## src/rtl/input_matrix_loader.sv

```systemverilog
// Fetches one NUM_BANKS x ROWS_PER_BANK word matrix from a latency-configurable ROM into a
// bank/row register array with a registered read port. Optional LOADER_PINGPONG_EN adds a shadow copy.
module input_matrix_loader #(
   parameter int unsigned DATA_WIDTH    = 8,
   parameter int unsigned ELEMS         = 4,
   parameter int unsigned ADDR_WIDTH    = 8,
   parameter int unsigned NUM_BANKS     = 4,
   parameter int unsigned ROWS_PER_BANK = 4,
   parameter int unsigned ROM_LATENCY   = 1,
   localparam int unsigned W  = DATA_WIDTH * ELEMS,
   localparam int unsigned T  = NUM_BANKS * ROWS_PER_BANK,
   localparam int unsigned CW = $clog2(T + 1),
   localparam int unsigned BW = $clog2(NUM_BANKS),
   localparam int unsigned RW = $clog2(ROWS_PER_BANK)
) (
   input  logic                  clk,
   input  logic                  reset,
   input  logic                  enable,
   input  logic                  start,
   input  logic [ADDR_WIDTH-1:0] base_addr,
   output logic [ADDR_WIDTH-1:0] rom_addr,
   output logic                  rom_rd_en,
   input  logic [W-1:0]          rom_data,
   input  logic [BW-1:0]         rd_bank,
   input  logic [RW-1:0]         rd_row,
   output logic [W-1:0]          rd_data,
   output logic                  busy,
   output logic                  done,
   output logic [CW-1:0]         count,
   output logic                  active_buf
);

`ifdef LOADER_PINGPONG_EN
   localparam int unsigned NBUF = 2;
`else
   localparam int unsigned NBUF = 1;
`endif

   typedef enum logic [1:0] {IDLE, FETCH, DRAIN, DONE} state_t;

   state_t                  state;
   logic [ADDR_WIDTH-1:0]   base_q;
   logic [CW-1:0]           issue_idx;
   logic [ROM_LATENCY-1:0]  vld;
   logic                    cap;
   logic [BW+RW-1:0]        wr_idx;
   logic [BW+RW-1:0]        rd_idx;
   logic                    wr_buf;
   logic                    rd_buf;
   logic [W-1:0]            mem [NBUF][T];

   // Valid pipe output marks the cycle in which rom_data belongs to word `count`
   assign cap    = vld[ROM_LATENCY-1];
   assign wr_idx = (BW+RW)'(count);
   assign rd_idx = {rd_bank, rd_row};

`ifdef LOADER_PINGPONG_EN
   assign wr_buf = ~active_buf;
   assign rd_buf = active_buf;
`else
   assign wr_buf     = 1'b0;
   assign rd_buf     = 1'b0;
   assign active_buf = 1'b0;
`endif

   // Load sequencer: address issue, capture counting and completion
   always_ff @(posedge clk or posedge reset) begin
      if (reset) begin
         state     <= IDLE;
         base_q    <= '0;
         issue_idx <= '0;
         vld       <= '0;
         rom_addr  <= '0;
         rom_rd_en <= 1'b0;
         busy      <= 1'b0;
         done      <= 1'b0;
         count     <= '0;
`ifdef LOADER_PINGPONG_EN
         active_buf <= 1'b0;
`endif
      end else begin
         vld <= ROM_LATENCY'({vld, rom_rd_en});
         if (cap) count <= count + CW'(1);
         case (state)
            IDLE: begin
               rom_rd_en <= 1'b0;
               if (start) begin
                  base_q    <= base_addr;
                  rom_addr  <= base_addr;
                  rom_rd_en <= enable;
                  issue_idx <= enable ? CW'(1) : '0;
                  count     <= '0;
                  busy      <= 1'b1;
                  state     <= FETCH;
               end
            end
            FETCH: begin
               if (enable) begin
                  rom_addr  <= base_q + ADDR_WIDTH'(issue_idx);
                  rom_rd_en <= 1'b1;
                  issue_idx <= issue_idx + CW'(1);
                  if (issue_idx == CW'(T - 1)) state <= DRAIN;
               end else begin
                  rom_rd_en <= 1'b0;
               end
            end
            DRAIN: begin
               rom_rd_en <= 1'b0;
               if (cap && count == CW'(T - 1)) begin
                  state <= DONE;
                  done  <= 1'b1;
                  busy  <= 1'b0;
`ifdef LOADER_PINGPONG_EN
                  active_buf <= ~active_buf;
`endif
               end
            end
            DONE: begin
               done  <= 1'b0;
               state <= IDLE;
            end
            default: state <= IDLE;
         endcase
      end
   end

   // Matrix storage; captures land in the shadow copy when ping-pong is built in
   always_ff @(posedge clk or posedge reset) begin
      if (reset) begin
         mem <= '{default: '0};
      end else if (cap) begin
         mem[wr_buf][wr_idx] <= rom_data;
      end
   end

   always_ff @(posedge clk or posedge reset) begin
      if (reset) rd_data <= '0;
      else       rd_data <= mem[rd_buf][rd_idx];
   end

endmodule

```

## config.mk

```make
export PLATFORM = sky130hd
export DESIGN_NAME = input_matrix_loader
export DESIGN_NICKNAME = d
export VERILOG_FILES = /design/src/rtl/input_matrix_loader.sv
export SDC_FILE = /design/constraint.sdc
export NUM_CORES = 1
export LEC_CHECK = 0
export BUFFER_PORTS_ARGS = -buffer_cell sky130_fd_sc_hd__buf_2
export CORE_MARGIN = 3
export CORE_UTILIZATION = 60
export CTS_BUF_LIST = sky130_fd_sc_hd__clkbuf_4 sky130_fd_sc_hd__clkbuf_8 sky130_fd_sc_hd__clkbuf_16
export CTS_CLUSTER_DIAMETER = 50
export DETAILED_ROUTE_END_ITERATION = 10
export PLACE_DENSITY = 0.78
export SLEW_MARGIN = 30
export SYNTH_ARGS = -nofsm -noshare
export SYNTH_HDL_FRONTEND = slang
export SYNTH_SLANG_ARGS = --single-unit
```

## constraint.sdc

```tcl
create_clock -name clk -period 47.2 [get_ports clk]
set_input_delay 9.44 -clock clk [delete_from_list [all_inputs] [get_ports clk]]
set_output_delay 9.44 -clock clk [all_outputs]
set_load 0.1 [all_outputs]
```

==> impl_metrics.tcl <==
set metrics [dict create \
    status "completed" \
    avgSynthCellArea_um2 16.5 \
    setup_violations 0 \
    yosysTopAreaCell "dfrtp_1" \
    tns_ns 0 \
    cts.repair.resized 0 \
    ys_warn_count 0 \
    gp_congestion 0.781 \
    drv_cap 0 \
    synth_commonest_cells "dfrtp_1, mux2_2, mux4_2" \
    routed_wl_um 55300 \
    synth_fp_nets 1626 \
    grt_pass1_vias 14900 \
    antenna_found_initial 3 \
    final_nets 1682 \
    yosys-top-cells-area "dfrtp_1, mux2_2, mux4_2, mux4_1, clkbuf_1" \
    power.leakage_nw 12.4 \
    max_freq_mhz 86.2 \
    cp-end-kind "async pin" \
    timing_hold_violations_final 0 \
    cts_root_buf "clkbuf_16" \
    p_per_area_nw_per_um2 61.8 \
    netlist_area_um2 25700 \
    antenna_cells 0 \
    period_minus_slack_ns 11.60 \
    path_clk_slew_ns 0.06 \
    drc 0 \
    synth_top_area_share_pct 56.0 \
    ys_async_sr_fraction_pct 100 \
    cts_htree_levels 2 \
    hold_path_class "register to register" \
    drive_gt1_share_pct 51.9 \
    start_kind "input port" \
    crit_path_top_delay_cell "buf_4" \
    overflow 0 \
    tightest_slew_ns 0.948 \
    antenna_left 0 \
    ys_seq_elements 576 \
    dieArea_um2 45400 \
    cts_setup_buffers 0 \
    insertion_delay_ns 0.62 \
    area_growth_pct 11.3 \
    cts_max_path_buffers 3 \
    min_period_over_period_pct 24.6 \
    vias_per_cell 6.30 \
    cts_inserted_buffers 59 \
    die_x_um 213 \
    drt_pass1_iterations 5 \
    syn_inst 1559 \
    synthDistinctLibCells 47 \
    synthFlopType "dfrtp_1" \
    synth_edf_count 0 \
    final_core_util_pct 68.0 \
    worstPathMaxFanout 135 \
    fillerInstances 2828 \
    fin_skew_ns 0.0148 \
    maxSlewHeadroom_pct 36.6 \
    crit_top_cell "buf_6" \
    arrival_ns 12.25 \
    grt_first_pass_wirelength_um 87100 \
    critPathMaxStageDelay_ns 0.74 \
    grt_setup_unrepaired "no" \
    wl_per_cell_um 25.1 \
    vias 13900 \
    crit_type "input port to async pin" \
    yosysSeqAreaShare_pct 56.0 \
    grt_max_degree 136 \
    num_rows 75 \
    crit_buf_inv 5 \
    cts_sinks 576 \
    io_buffers 95 \
    post-synth-top-count-cell "dfrtp_1" \
    initial_core_util_pct 61.1 \
    pin_count 97 \
    design.core.area_um2 42100 \
    fp.dieH_um 213 \
    crit_chain "buf_2 > clkinv_8 > buf_6 > buf_6 > buf_4" \
    grt_usage_pct 25.3 \
    cp.required_ns 47.85 \
    peakVddDrop_mv 0.0387 \
    cts_tree "yes" \
    path_delay_family "buffers and inverters" \
    slew_violations 0 \
    cts_hold_buf 0 \
    dp_hpwl_um 29200 \
    first_iter_violations 1016 \
]
-- cell families (layout without fill, tap and decap cells) --
| logic type | count (synthesis) | count (layout) | share of synthesized area, % |
|---|---|---|---|
| xor gates and xnor gates | 5 | 5 | 0.170 |
| DFF | 576 | 576 | 56.0 |
| buffers and inverters | 146 | 249 | 2.73 |
| other | 1 | 1 | 0.0146 |
| AOI/OAI and AO/OA | 45 | 45 | 1.09 |
| and+or+nand+nor | 89 | 89 | 1.65 |
| muxes | 678 | 678 | 37.4 |
| adders and majority gates | 19 | 19 | 0.953 |
-- path summary, 6_finish.rpt --
check / from / to / slack, ns / depth (start not counted)
max: reset / mem[37] / 35.60 / 5
min: rom_rd_en / cap / 0.44 / 0
max reg2reg: cap / mem[384] / 44.32 / 4
min reg2reg: rom_rd_en / cap / 0.44 / 0
max in group clk: rd_row[0] / rd_data[24] / 35.67 / 4
min in group asynchronous: reset / mem[59] / 8.90 / 2
-- state kept, by name (all words and copies together), names as in the netlist --
| register | flops |
|---|---|
| rom_addr | 8 |
| state | 2 |
| rd_data | 32 |
| issue_idx | 5 |
| mem | 512 |
| done | 1 |
| rom_rd_en | 1 |
| count | 5 |
| base_q | 8 |
| cap | 1 |
| busy | 1 |
-- layout by cell type (no fill, tap or decap), types with 10 or more instances in the layout --
cell type,instances
buf_4,23
mux4_2,110
mux2_2,510
dfrtp_1,576
ha_1,18
clkbuf_4,12
clkbuf_16,61
nand2_1,39
clkbuf_8,17
buf_2,93
nor2_1,10
inv_1,17
mux4_1,50
o21ai_0,13
a21oi_1,13
-- where the power goes --
| group | internal, mW | switching (mW) |
|---|---|---|
| Combinational | 0.243 | 0.266 |
| Sequential | 0.676 | 0.0955 |
| Clock | 0.297 | 0.192 |
| Total | 1.22 | 0.554 |
-- metal layers --
metal  track usage (%)  vias to the layer above  wire length (um)
met4              7.48                        6              1340
met1              34.9                     7541             23900
li1                  -                     5970                 -
met2              42.5                      260             27700
met3              3.82                       91              2330
met5                 0                        -                36
-- metrics by stage --
stage	power, mW	hold slack, ns	worst slack (ns)	cell area, um2	std cells
global placement	1.26	0.433	34.22	26500	2093
finish	1.77	0.438	35.60	28600	2201
detailed placement	1.29	0.440	34.40	26500	2093
CTS	1.78	0.455	35.07	28600	2201
global route	1.86	0.465	35.15	28600	2201
floorplan	1.18	0.449	21.65	25700	1559
-- area by class of cell --
cell class                      instances  area (um2)  area share (%)
Sequential cell                       576       14400            50.3
Timing Repair Buffer                  123         721            2.52
Multi-Input combinational cell        837       10700            37.2
Clock buffer                           90        1850            6.46
Tap cell                              539         674            2.35
Clock inverter                         18         239           0.834
Inverter                               18        80.1           0.280
-- worst reg2reg max path: stages (launching register included) --
cell and delay, ns:
dfrtp_1 0.82, nor2b_1 0.38, and3b_2 0.61, buf_4 0.53, mux2_2 0.42
(Power assumes the default switching activity.)
